[src/rtl/led_chase_monitor.sv]
`default_nettype none
// ============================================================================
// Module      : led_chase_monitor
// Description : Observes an 8-bit LED chaser bus and checks each pattern
//               change. A legal change is a one-place right rotation
//               arriving within T_STEP +/- TOL cycles of the previous one.
//               Reports step count, rotation phase, run/stop status and a
//               sticky first-fault error code.
// Revision    : 1.0  initial release
// ============================================================================
module led_chase_monitor #(
  parameter int unsigned T_STEP   = 2_500_000,
  parameter int unsigned TOL      = 1_000,
  parameter logic [7:0]  LOAD_PAT = 8'h0F
) (
  input  logic        CLK,
  input  logic        start,
  input  logic [7:0]  LED_In,
  input  logic        clr,
  output logic        running,
  output logic        stop_seen,
  output logic [15:0] step_cnt,
  output logic [2:0]  rot_pos,
  output logic        err,
  output logic [1:0]  err_code
);

  localparam logic [31:0] c_ivl_min   = 32'(T_STEP - TOL);
  localparam logic [31:0] c_ivl_max   = 32'(T_STEP + TOL);
  localparam logic [31:0] c_ivl_stall = 32'(T_STEP + TOL + 1);

  localparam logic [1:0] c_code_load   = 2'd1;
  localparam logic [1:0] c_code_timing = 2'd2;
  localparam logic [1:0] c_code_pat    = 2'd3;

  typedef enum logic [1:0] {
    S_IDLE  = 2'd0,
    S_RUN   = 2'd1,
    S_STOP  = 2'd2,
    S_FAULT = 2'd3
  } state_t;

  state_t      r_state;
  state_t      w_state_d;
  logic [7:0]  r_led_q;
  logic [7:0]  r_led_prev;
  logic [31:0] r_ivl;
  logic        r_running;
  logic        r_stop_seen;
  logic [15:0] r_step_cnt;
  logic [2:0]  r_rot_pos;
  logic        r_err;
  logic [1:0]  r_err_code;

  logic        w_change;
  logic [7:0]  w_rot;
  logic        w_ivl_ok;
  logic        w_stop_seen_d;
  logic [15:0] w_step_cnt_d;
  logic [2:0]  w_rot_pos_d;
  logic        w_err_d;
  logic [1:0]  w_err_code_d;

  // r_ivl counts from 1 at a change, so at the next change it holds the
  // number of cycles between the two changes.
  assign w_change = (r_led_q != r_led_prev);
  assign w_rot    = {r_led_prev[0], r_led_prev[7:1]};
  assign w_ivl_ok = (r_ivl >= c_ivl_min) && (r_ivl <= c_ivl_max);

  // Bus sampling and saturating change-interval counter.
  always_ff @(posedge CLK or negedge start) begin
    if (!start) begin
      r_led_q    <= 8'd0;
      r_led_prev <= 8'd0;
      r_ivl      <= 32'd0;
    end else begin
      r_led_q    <= LED_In;
      r_led_prev <= r_led_q;
      if (w_change) begin
        r_ivl <= 32'd1;
      end else if (r_ivl != 32'hFFFF_FFFF) begin
        r_ivl <= r_ivl + 32'd1;
      end
    end
  end

  // State register and registered status outputs.
  always_ff @(posedge CLK or negedge start) begin
    if (!start) begin
      r_state     <= S_IDLE;
      r_running   <= 1'b0;
      r_stop_seen <= 1'b0;
      r_step_cnt  <= 16'd0;
      r_rot_pos   <= 3'd0;
      r_err       <= 1'b0;
      r_err_code  <= 2'd0;
    end else begin
      r_state     <= w_state_d;
      r_running   <= (w_state_d == S_RUN);
      r_stop_seen <= w_stop_seen_d;
      r_step_cnt  <= w_step_cnt_d;
      r_rot_pos   <= w_rot_pos_d;
      r_err       <= w_err_d;
      r_err_code  <= w_err_code_d;
    end
  end

  // Next-state and status evaluation; clr overrides any pending change.
  always_comb begin
    w_state_d     = r_state;
    w_stop_seen_d = r_stop_seen;
    w_step_cnt_d  = r_step_cnt;
    w_rot_pos_d   = r_rot_pos;
    w_err_d       = r_err;
    w_err_code_d  = r_err_code;
    if (clr) begin
      w_state_d     = S_IDLE;
      w_stop_seen_d = 1'b0;
      w_step_cnt_d  = 16'd0;
      w_rot_pos_d   = 3'd0;
      w_err_d       = 1'b0;
      w_err_code_d  = 2'd0;
    end else begin
      case (r_state)
        S_IDLE, S_STOP: begin
          // Return to zero is harmless here; only LOAD_PAT may start a run.
          if (w_change) begin
            if (r_led_q == LOAD_PAT) begin
              w_state_d    = S_RUN;
              w_step_cnt_d = 16'd0;
              w_rot_pos_d  = 3'd0;
            end else if (r_led_q != 8'd0) begin
              w_state_d    = S_FAULT;
              w_err_d      = 1'b1;
              w_err_code_d = c_code_load;
            end
          end
        end
        S_RUN: begin
          if (w_change) begin
            if (r_led_q == w_rot) begin
              if (w_ivl_ok) begin
                if (r_step_cnt != 16'hFFFF) begin
                  w_step_cnt_d = r_step_cnt + 16'd1;
                end
                w_rot_pos_d = r_rot_pos + 3'd1;
              end else begin
                w_state_d    = S_FAULT;
                w_err_d      = 1'b1;
                w_err_code_d = c_code_timing;
              end
            end else if (r_led_q == 8'd0) begin
              w_state_d     = S_STOP;
              w_stop_seen_d = 1'b1;
            end else begin
              w_state_d    = S_FAULT;
              w_err_d      = 1'b1;
              w_err_code_d = c_code_pat;
            end
          end else if (r_ivl >= c_ivl_stall) begin
            // Chaser stalled: no change within the tolerance window.
            w_state_d    = S_FAULT;
            w_err_d      = 1'b1;
            w_err_code_d = c_code_timing;
          end
        end
        default: begin
          // S_FAULT: everything frozen until clr or reset.
        end
      endcase
    end
  end

  assign running   = r_running;
  assign stop_seen = r_stop_seen;
  assign step_cnt  = r_step_cnt;
  assign rot_pos   = r_rot_pos;
  assign err       = r_err;
  assign err_code  = r_err_code;

endmodule
`default_nettype wire
[config.mk]
export PLATFORM = sky130hd
export DESIGN_NAME = led_chase_monitor
export DESIGN_NICKNAME = d
export VERILOG_FILES = /design/src/rtl/led_chase_monitor.sv
export SDC_FILE = /design/constraint.sdc
export NUM_CORES = 1
export LEC_CHECK = 0
export ABC_AREA = 1
export CORE_MARGIN = 1.5
export CORE_UTILIZATION = 52
export CTS_CLUSTER_DIAMETER = 50
export DETAILED_ROUTE_END_ITERATION = 16
export GPL_TIMING_DRIVEN = 0
export PLACE_DENSITY = 0.72
export SYNTH_ARGS = -nofsm -noshare
export SYNTH_HDL_FRONTEND = slang
export SYNTH_SLANG_ARGS = --single-unit
[constraint.sdc]
create_clock -name CLK -period 4.1 [get_ports CLK]
set_input_delay 1.23 -clock CLK [delete_from_list [all_inputs] [get_ports CLK]]
set_output_delay 1.23 -clock CLK [all_outputs]
set_load 0.01 [all_outputs]
Word level (Yosys, flattened, before mapping)

Index checks and enable logic that the tools add are counted.

Bits in registers: 74
Input bits: 11
Output and inout bits: 24

Add/sub/neg operators: 3
Order comparisons: 3
Equal/unequal tests: 20
Multiplexer cells: 52
Reduce and logical (&&, ||, !) cells: 14

Operator list:

| cell                    | count |
|---|---|
| $mux W16                | 7 |
| $ge A32 B22 Y1 const B  | 2 |
| $mux W32                | 2 |
| $mux W2                 | 17 |
| $add A32 B1 Y32 const B | 1 |
| $le A32 B22 Y1 const B  | 1 |
| $ne A32 B32 Y1 const B  | 1 |
| $pmux W16 S2            | 1 |
| $ne A3 B3 Y1 const B    | 8 |
| $mux W3                 | 6 |
| $add A16 B1 Y16 const B | 1 |
| $ne A16 B16 Y1 const B  | 1 |
| $mux W1                 | 15 |
| $reduce_and A7 Y1       | 2 |
| $ne A5 B5 Y1 const B    | 2 |
| $eq A8 B4 Y1 const B    | 1 |
| $eq A8 B8 Y1            | 1 |
| $logic_not A8 Y1        | 1 |
| $ne A8 B8 Y1            | 1 |
| $pmux W2 S2             | 2 |
| $reduce_bool A2 Y1      | 4 |
| $reduce_bool A8 Y1      | 1 |
| $pmux W3 S2             | 1 |
| $reduce_and A6 Y1       | 1 |
| other kinds (11)        | 12 |

Depth between registers and ports, before layout

Gate-level depths: netlist of run 1.

Depth in word-level cells: 8
Mapped depth: 14

Worst setup path after synthesis of run 1

Ideal clock, no wire load.

Path kind: input port to flip-flop
Start point: input clr
End point: register r_err, in the netlist err
Arrival time: 2.035 ns
Slack: 1.948 ns
Stages: 8
Path through: clkbuf_1 nor2_1 nand2_1 nand2_1 nor2_2 nand3_1 nand2_1 nand2_1

Longest elaborated chain between the ends: 2
Elaborated cells on any way between the ends: 9

Ends and longest elaborated chain:

| item                                           | RTL line | source |
|---|---|---|
| from (decl)                                    | 19       | `input logic clr,` |
| $ne A5 B5 Y1 (no line) (tied with other cells) | --       |  |
| $reduce_and A7 Y1 (no line)                    | --       |  |
| to (signal assigned)                           | 103      | `r_err <= w_err_d;` |
| to (decl)                                      | 52       | `logic r_err;` |

Several ways; a longest one is shown, not always the timed one.
A chain may end at the register's enable or synchronous reset.

Worst setup path after layout of run 1

Start point: input clr
End point: register r_err_code[0], in the netlist err_code[0]

Longest elaborated chain between the ends: 2
Elaborated cells on any way between the ends: 9

Ends and longest elaborated chain:

| item                                           | RTL line | source |
|---|---|---|
| $ne A5 B5 Y1 (no line) (tied with other cells) | --       |  |
| $reduce_and A7 Y1 (no line)                    | --       |  |
| to (signal assigned)                           | 104      | `r_err_code <= w_err_code_d;` |
| to (decl)                                      | 53       | `logic [1:0] r_err_code;` |

Several ways; a longest one is shown, not always the timed one.

==> summary.txt, run 1 <==
Worst hold path
  • Worst hold path type: reg2reg

Critical path
  • Crit end category: register
  • CP Launch Type: primary input
  • Critical path class: in2reg
  • Crit path required time: 4.34 ns
  • Crit path max fanout: 10
  • Worst Path Arrival: 3.01 ns

Yosys
  • Compound-Gate Fraction of Synth Area: 0.06178
  • Asr flop ratio synth: 1.000
  • Top_reg_cell synth: dfrtp_1
  • Synth warn: 0
  • Synth Instances: 680
  • Top cells by area, synth: dfrtp_1 40%, nand2_1 16%, nor2_1 7.1%
  • Seq/Total Area, Yosys: 0.3975
  • Mux share of post-synthesis cell area: 0
  • Post-synth EDFFs: 0
  • Netlist cell types: 33
  • Share of the synthesized area in the top cell type: 0.3975
  • Simple-Gate Fraction of Synth Area: 0.4056
  • Adder-cell share of the synthesized area: 0.01343
  • Mean Syn Cell Area: 6.850 sq um
  • Largest family of logic cells by synthesized area: simple AND/OR/NAND/NOR gates
  • Syn_nets: 696
  • Mapped Area: 4658 sq um
  • Flops & latches, synth: 74
  • Yosys top cell by area: dfrtp_1
  • Post-synthesis xor/xnor area fraction: 0.03196

Cells and area
  • Layout Cells excl Fill: 839
  • Fraction of layout cells with a size suffix above 1: 0.06703
  • Final Instance Area: 5371 sq um
  • Layout area overhead: 15.31%
  • Final nets: 742
  • Most common cell after layout, fill and taps aside: nand2_1
  • ANT cells: 0
  • Commonest cells after routing, fill and taps aside: 195 x nand2_1, 88 x nor2_1, 85 x inv_1

Clock tree
  • Max Root-Sink Buffers: 2
  • CTS sink count: 74
  • Clk Latency, worst-skew pair: 0.36 ns
  • Post-CTS resize count: 0
  • Reg clk slew, reported paths: 0.08 ns
  • CTS Hold Bufs: 0
  • CTS buffer count: 9
  • Setup Fix Bufs, Post-CTS: 0
  • CTS tree: built
  • CTS H-tree depth: 3
  • CTS Root Cell: clkbuf_8

GRT
  • Tot GR Track Use: 0.2620
  • Grt total ovfl: 0
  • Met3 layer usage reported by global route: 0.03525
  • GR Util met1: 0.3816
  • Met2 Usage GRT: 0.4135
  • Initial antenna violation count: 0
  • Most Crowded Layer GR: met2
  • Global-route wire length before repair: 20190 microns
  • Largest net degree at the start of global routing: 48
  • Vias in the first global route: 4216

Power
  • Worst VDD drop: 0.1810 mV
  • Pwr/cell area: 275.2 nW/um^2
  • Leakage: 0.002512 uW
  • Power Total: 1478 uW
  • NetSw: 376.0 uW
  • Gate power share: 0.074
  • Seq pwr share: 0.513
  • P_int: 1102 uW
  • Switching Share: 0.2544
  • Clock Power Share: 0.413

Timing
  • Min Tclk post-route: 2.762 ns
  • Fmax: 362.0 MHz
  • Slew @ Worst Pin: 0.5422 ns
  • Final TNS setup: 0 ns
  • Final Cycle Share: 0.6737
  • Worst hold margin: 0.4483 ns
  • Final hold vios: 0
  • RSZ-0062 raised after global routing: false
  • Slew HR: 0.6385
  • Skew final: 0.02200 ns
  • Setup violations, final: 0
  • Max-slew violation count: 0

Route
  • Overall routed net length: 12050 microns
  • Via count: 4538
  • ANT nets after route: 0
  • # DRC: 0
  • Initial DRC count: 315
  • Avg Vias per Cell: 5.409
  • Wirelength per Cell: 14.36 microns
  • Pre-antenna DRT Iters: 4

Run
  • Maxcap violations: 0

Die
  • FP Rows: 34
  • Core ar.: 8721 sq um
  • Die height: 97.65 microns
  • Die Area: 9535 sq um
  • Die width: 97.65 microns
  • Initial core utilization: 0.5341
  • I/O pins: 35

Place
  • Port bufs: 34
  • HPWL after detailed placement: 9167 microns
  • DP Cell Count: 823
  • Placed Instance Area: 5159 sq um
  • GPL Wtd Cong: 0.9235

Status
  • Outcome: completed
cell families (layout without fill, tap and decap cells):
logic type,count (synthesis),after routing
and+or+nand+nor,426,426
DFF,74,74
AOI/OAI and AO/OA,54,54
adders and majority gates,5,5
xor gates and xnor gates,17,17
buffers and inverters,104,155
final timing paths:
check                                start       endpoint  cells past startpoint  slack, ns
max in group asynchronous            start     r_led_q[2]                      2       2.74
worst min register to register  r_led_q[5]  r_led_prev[5]                      0       0.45
worst min-delay path            r_led_q[5]  r_led_prev[5]                      0       0.45
min in group asynchronous            start       r_ivl[3]                      1       0.79
worst max-delay path                   clr    err_code[0]                      6       1.34
worst max register to register   r_ivl[17]     rot_pos[1]                     13       1.89
per-stage QoR:
| step | utilization | setup WS [ns] |
|---|---|---|
| 3_3_place_gp | 0.5887 | -0.8195 |
| 6_report | 0.6159 | 1.338 |
| 4_1_cts | 0.6159 | 1.384 |
| 3_5_place_dp | 0.5915 | 1.016 |
| 2_1_floorplan | - | 1.948 |
| 5_1_grt | 0.6159 | 1.230 |
critical path: stages:
cell             delay [ns]
clkdlybuf4s50_1        0.59
clkbuf_1               0.40
clkbuf_1               0.48
a21oi_1                0.11
nand4_1                0.13
nand2_1                0.06
flip-flops by register name, indices dropped and copies added, names as in the netlist:
signal and flops:
r_led_prev 8, stop_seen 1, err 1, rot_pos 3
err_code 2, running 1, r_state 2, r_ivl 32
step_cnt 16, r_led_q 8
cell type report:
cell class	count	area (sq um)
Clock inverter	5	61.31
Inverter	91	341.6
Clock buffer	11	151.4
Sequential cell	74	1852
Fill cell	787	3349
Buffer	13	76.32
Tap cell	108	135.1
Timing Repair Buffer	35	365.4
Multi-Input combinational cell	502	2389
synth_stat cells (2+ instances only):
cell type,number
a211oi_1,2
o31ai_1,3
nor4_1,8
buf_4,2
nand3b_1,3
nor2_2,5
nand2_2,3
ha_1,5
clkbuf_1,4
inv_1,85
xnor2_1,6
nand4_1,22
a31oi_1,2
nor2_1,88
a21oi_1,24
buf_6,2
o21ai_1,2
o21ai_0,20
nor3_1,28
nor3_2,5
nand2_1,195
and3_1,2
xor2_1,11
inv_2,6
buf_2,4
dfrtp_1,74
nor2_4,3
nand3_1,61
power groups by stage:
stage	logic [uW]	registers [uW]	clock network, uW
2_1_floorplan	54.9	772	0
3_3_place_gp	104	772	0
3_5_place_dp	109	773	0
4_1_cts	110	758	621
5_1_grt	122	761	647
6_report	109	758	611
layer usage:
| layer | up-vias | wire length [microns] |
|---|---|---|
| li1 | 2278 | - |
| met1 | 2137 | 5810 |
| met2 | 110 | 5560 |
| met3 | 13 | 545 |
| met4 | 0 | 131 |
| met5 | - | 0 |
Power figures use the tool's default switching activity.
==> inputs of run 2 (changes only) <==
- PLACE_DENSITY: 0.72 -> 0.75
- clock period: 4.1 -> 2.2 ns (I/O delays scaled with it)
==> run 2 against run 1 <==
  * Global-route usage increased by 0.12 points
  * Total power increased by 100%
  * Count of clock-buffer cells in the layout is 2 lower
  * Clock skew shrank 0.0099 ns
  * Clock power rose by 120%
  * Hold slack got worse by 0.18 ns
  * Critical path type is now reg2reg
==> summary.txt, run 2 (same netlist as run 1, synthesis figures left out) <==
Critical path
  • Crit Reg-Reg Endpoint: step_cnt[12] (was rot_pos[1])
  • Critical path class: reg2reg (was in2reg)
  • Critical Path Slowest Stage Cell: dfrtp_1 (was clkdlybuf4s50_1)
  • CP Launch Type: register (was primary input)
  • Worst R2R Start: step_cnt[1] (was r_ivl[17])
  • Worst Path Arrival: 2.33 ns (was 3.01 ns)
  • Crit path cell chain: ha_2 -> nand2_2 -> nor2_4 -> nand2_2 -> nor3_4 -> nand3_2 -> nor3_4 -> nor2_4 -> clkbuf_4 -> nand3_1 -> nand2_1 (was clkdlybuf4s50_1 -> clkbuf_1 -> clkbuf_1 -> a21oi_1 -> nand4_1 -> nand2_1)
  • Crit path required time: 2.43 ns (was 4.34 ns)
  • Crit path max fanout: 10 (unchanged)
  • Crit-path max cell delay: 0.43 ns (was 0.59 ns)
  • Worst R2R Path Depth: 11 (was 13)
  • Crit end category: register (unchanged)
  • R2r setup slk: 0.1 ns (was 1.89 ns)

Timing
  • Worst hold margin: 0.2635 ns (was 0.4483 ns)
  • Slew @ Worst Pin: 0.6191 ns (was 0.5422 ns)
  • Min Tclk post-route: 2.102 ns
  • Fmax: 475.8 MHz
  • Final Cycle Share: 0.9553
  • Final TNS setup: 0 ns (unchanged)
  • Max-slew violation count: 0 (unchanged)
  • Setup violations, final: 0 (unchanged)
  • Skew final: 0.01211 ns (was 0.02200 ns)
  • Final hold vios: 0 (unchanged)
  • Slew HR: 0.5873 (was 0.6385)
  • Setup slack after layout: 0.09845 ns (was 1.338 ns)

Clock tree
  • CTS tree: built (unchanged)
  • CTS sink count: 74 (unchanged)
  • Max Root-Sink Buffers: 2 (unchanged)
  • CTS buffer count: 9 (unchanged)
  • CTS Root Cell: clkbuf_8 (unchanged)
  • Clk Latency, worst-skew pair: 0.35 ns (was 0.36 ns)
  • Reg clk slew, reported paths: 0.09 ns (was 0.08 ns)
  • CTS Hold Bufs: 0 (unchanged)
  • CTS H-tree depth: 3 (unchanged)

Power
  • Leakage: 0.002599 uW (was 0.002512 uW)
  • Worst VDD drop: 0.3539 mV (was 0.1810 mV)
  • Pwr/cell area: 538.4 nW/um^2 (was 275.2 nW/um^2)

GRT
  • Vias in the first global route: 4435 (was 4216)
  • Initial antenna violation count: 0 (unchanged)
  • Grt total ovfl: 0 (unchanged)
  • Largest net degree at the start of global routing: 40 (was 48)
  • Tot GR Track Use: 0.2632 (was 0.2620)
  • Global-route wire length before repair: 20420 microns (was 20190 microns)

Place
  • GPL Wtd Cong: 0.9867 (was 0.9235)
  • Port bufs: 34 (unchanged)
  • Place WS: -0.2788 ns (was 1.016 ns)
  • HPWL after detailed placement: 9056 microns (was 9167 microns)
  • DP Cell Count: 823 (unchanged)

Route
  • Via count: 4676 (was 4538)
  • Wirelength per Cell: 14.47 microns (was 14.36 microns)
  • ANT nets after route: 0 (unchanged)
  • Initial DRC count: 293 (was 315)
  • Overall routed net length: 12210 microns (was 12050 microns)
  • # DRC: 0 (unchanged)
  • Avg Vias per Cell: 5.540 (was 5.409)
  • Pre-antenna DRT Iters: 5 (was 4)

Cells and area
  • Top reg by flops: r_ivl (unchanged)
  • Final nets: 747 (was 742)
  • Commonest cells after routing, fill and taps aside: 194 x nand2_1, 87 x nor2_1, 85 x inv_1 (was 195 x nand2_1, 88 x nor2_1, 85 x inv_1)
  • Area of the multi-input gates: 2424 sq um (was 2389 sq um)
  • Most common cell after layout, fill and taps aside: nand2_1 (unchanged)
  • Max FFs per register: 32 (unchanged)
  • Layout Cells excl Fill: 844 (was 839)
  • Fraction of layout cells with a size suffix above 1: 0.08696 (was 0.06703)
  • Fillers: 789 (was 787)
  • ANT cells: 0 (unchanged)
  • Register Area: 1854 sq um (was 1852 sq um)
  • Layout area overhead: 17.78% (was 15.31%)

Die
  • Die Area: 9535 sq um (unchanged)
  • Die height: 97.65 microns (unchanged)
  • Initial core utilization: 0.5341 (unchanged)
  • Core ar.: 8721 sq um (unchanged)
  • FP Rows: 34 (unchanged)
  • Die width: 97.65 microns (unchanged)
  • I/O pins: 35 (unchanged)

Status
  • Outcome: completed (unchanged)

Worst hold path
  • Worst hold path type: in2async (was reg2reg)

Run
  • Maxcap violations: 0 (unchanged)
-- run 2: critical path, delay by kind of cell, from the launching register on --
kind                     cells  cell delay, ns
buffers and inverters        1            0.20
AND/OR/NAND/NOR              9            1.13
flip-flops                   1            0.43
adder cells (fa/ha/maj)      1            0.21
-- run 2: where the power goes --
| group | leakage [uW] | internal (uW) | switching [uW] |
|---|---|---|---|
| registers | 0.000979 | 1380 | 27.4 |
| logic | 0.00150 | 84.7 | 126 |
| clock network | 0.000121 | 766 | 566 |
| total | 0.00260 | 2240 | 719 |
-- run 2: timing repair --
| action | 4_1_cts | 5_1_grt |
|---|---|---|
| endpoints found under the hold margin | 0 | 0 |
| resized for setup | 0 | 20 |
| setup endpoints to repair | 0 | 21 |
| buffers inserted | 0 | 5 |
-- run 2: worst max-delay path by stage --
stage | startpoint | to | slack [ns] | cells after the start
6_report | step_cnt[1] | step_cnt[12] | 0.1 | 11
5_1_grt | step_cnt[1] | step_cnt[12] | -0.02 | 12
4_1_cts | step_cnt[0] | step_cnt[12] | 0.06 | 12
3_5_place_dp | clr | step_cnt[5] | -0.28 | 6
3_3_place_gp | start | rot_pos[0] | -2.14 | 1
2_1_floorplan | step_cnt[0] | step_cnt[11] | 0.38 | 11
-- run 2: cell type report --
cell class,instances,share of cell area
multi-input cells,502,0.4417
clock inverters,7,0.02258
plain buffers,13,0.01619
clock buffers,9,0.02258
inverters,91,0.06226
flip-flops and latches,74,0.3380
well taps,108,0.02463
repair buffers,40,0.07206
-- run 2: metrics by stage --
step	utilization	total power [uW]	area, sq um
5_1_grt	0.6291	3048	5487
4_1_cts	0.6191	2966	5399
3_3_place_gp	0.5887	1633	5134
2_1_floorplan	-	1540	4658
3_5_place_dp	0.5907	1641	5151
6_report	0.6291	2954	5487
-- run 2: metal layers --
layer / up-vias / global-route usage / share of wire / wire length [microns]
met5: - / 0 / 0 / 0
met4: 0 / 0.09341 / 0.020 / 246
met3: 24 / 0.02806 / 0.062 / 763
met2: 152 / 0.4316 / 0.47 / 5711
met1: 2206 / 0.3625 / 0.45 / 5488
li1: 2294 / - / - / -
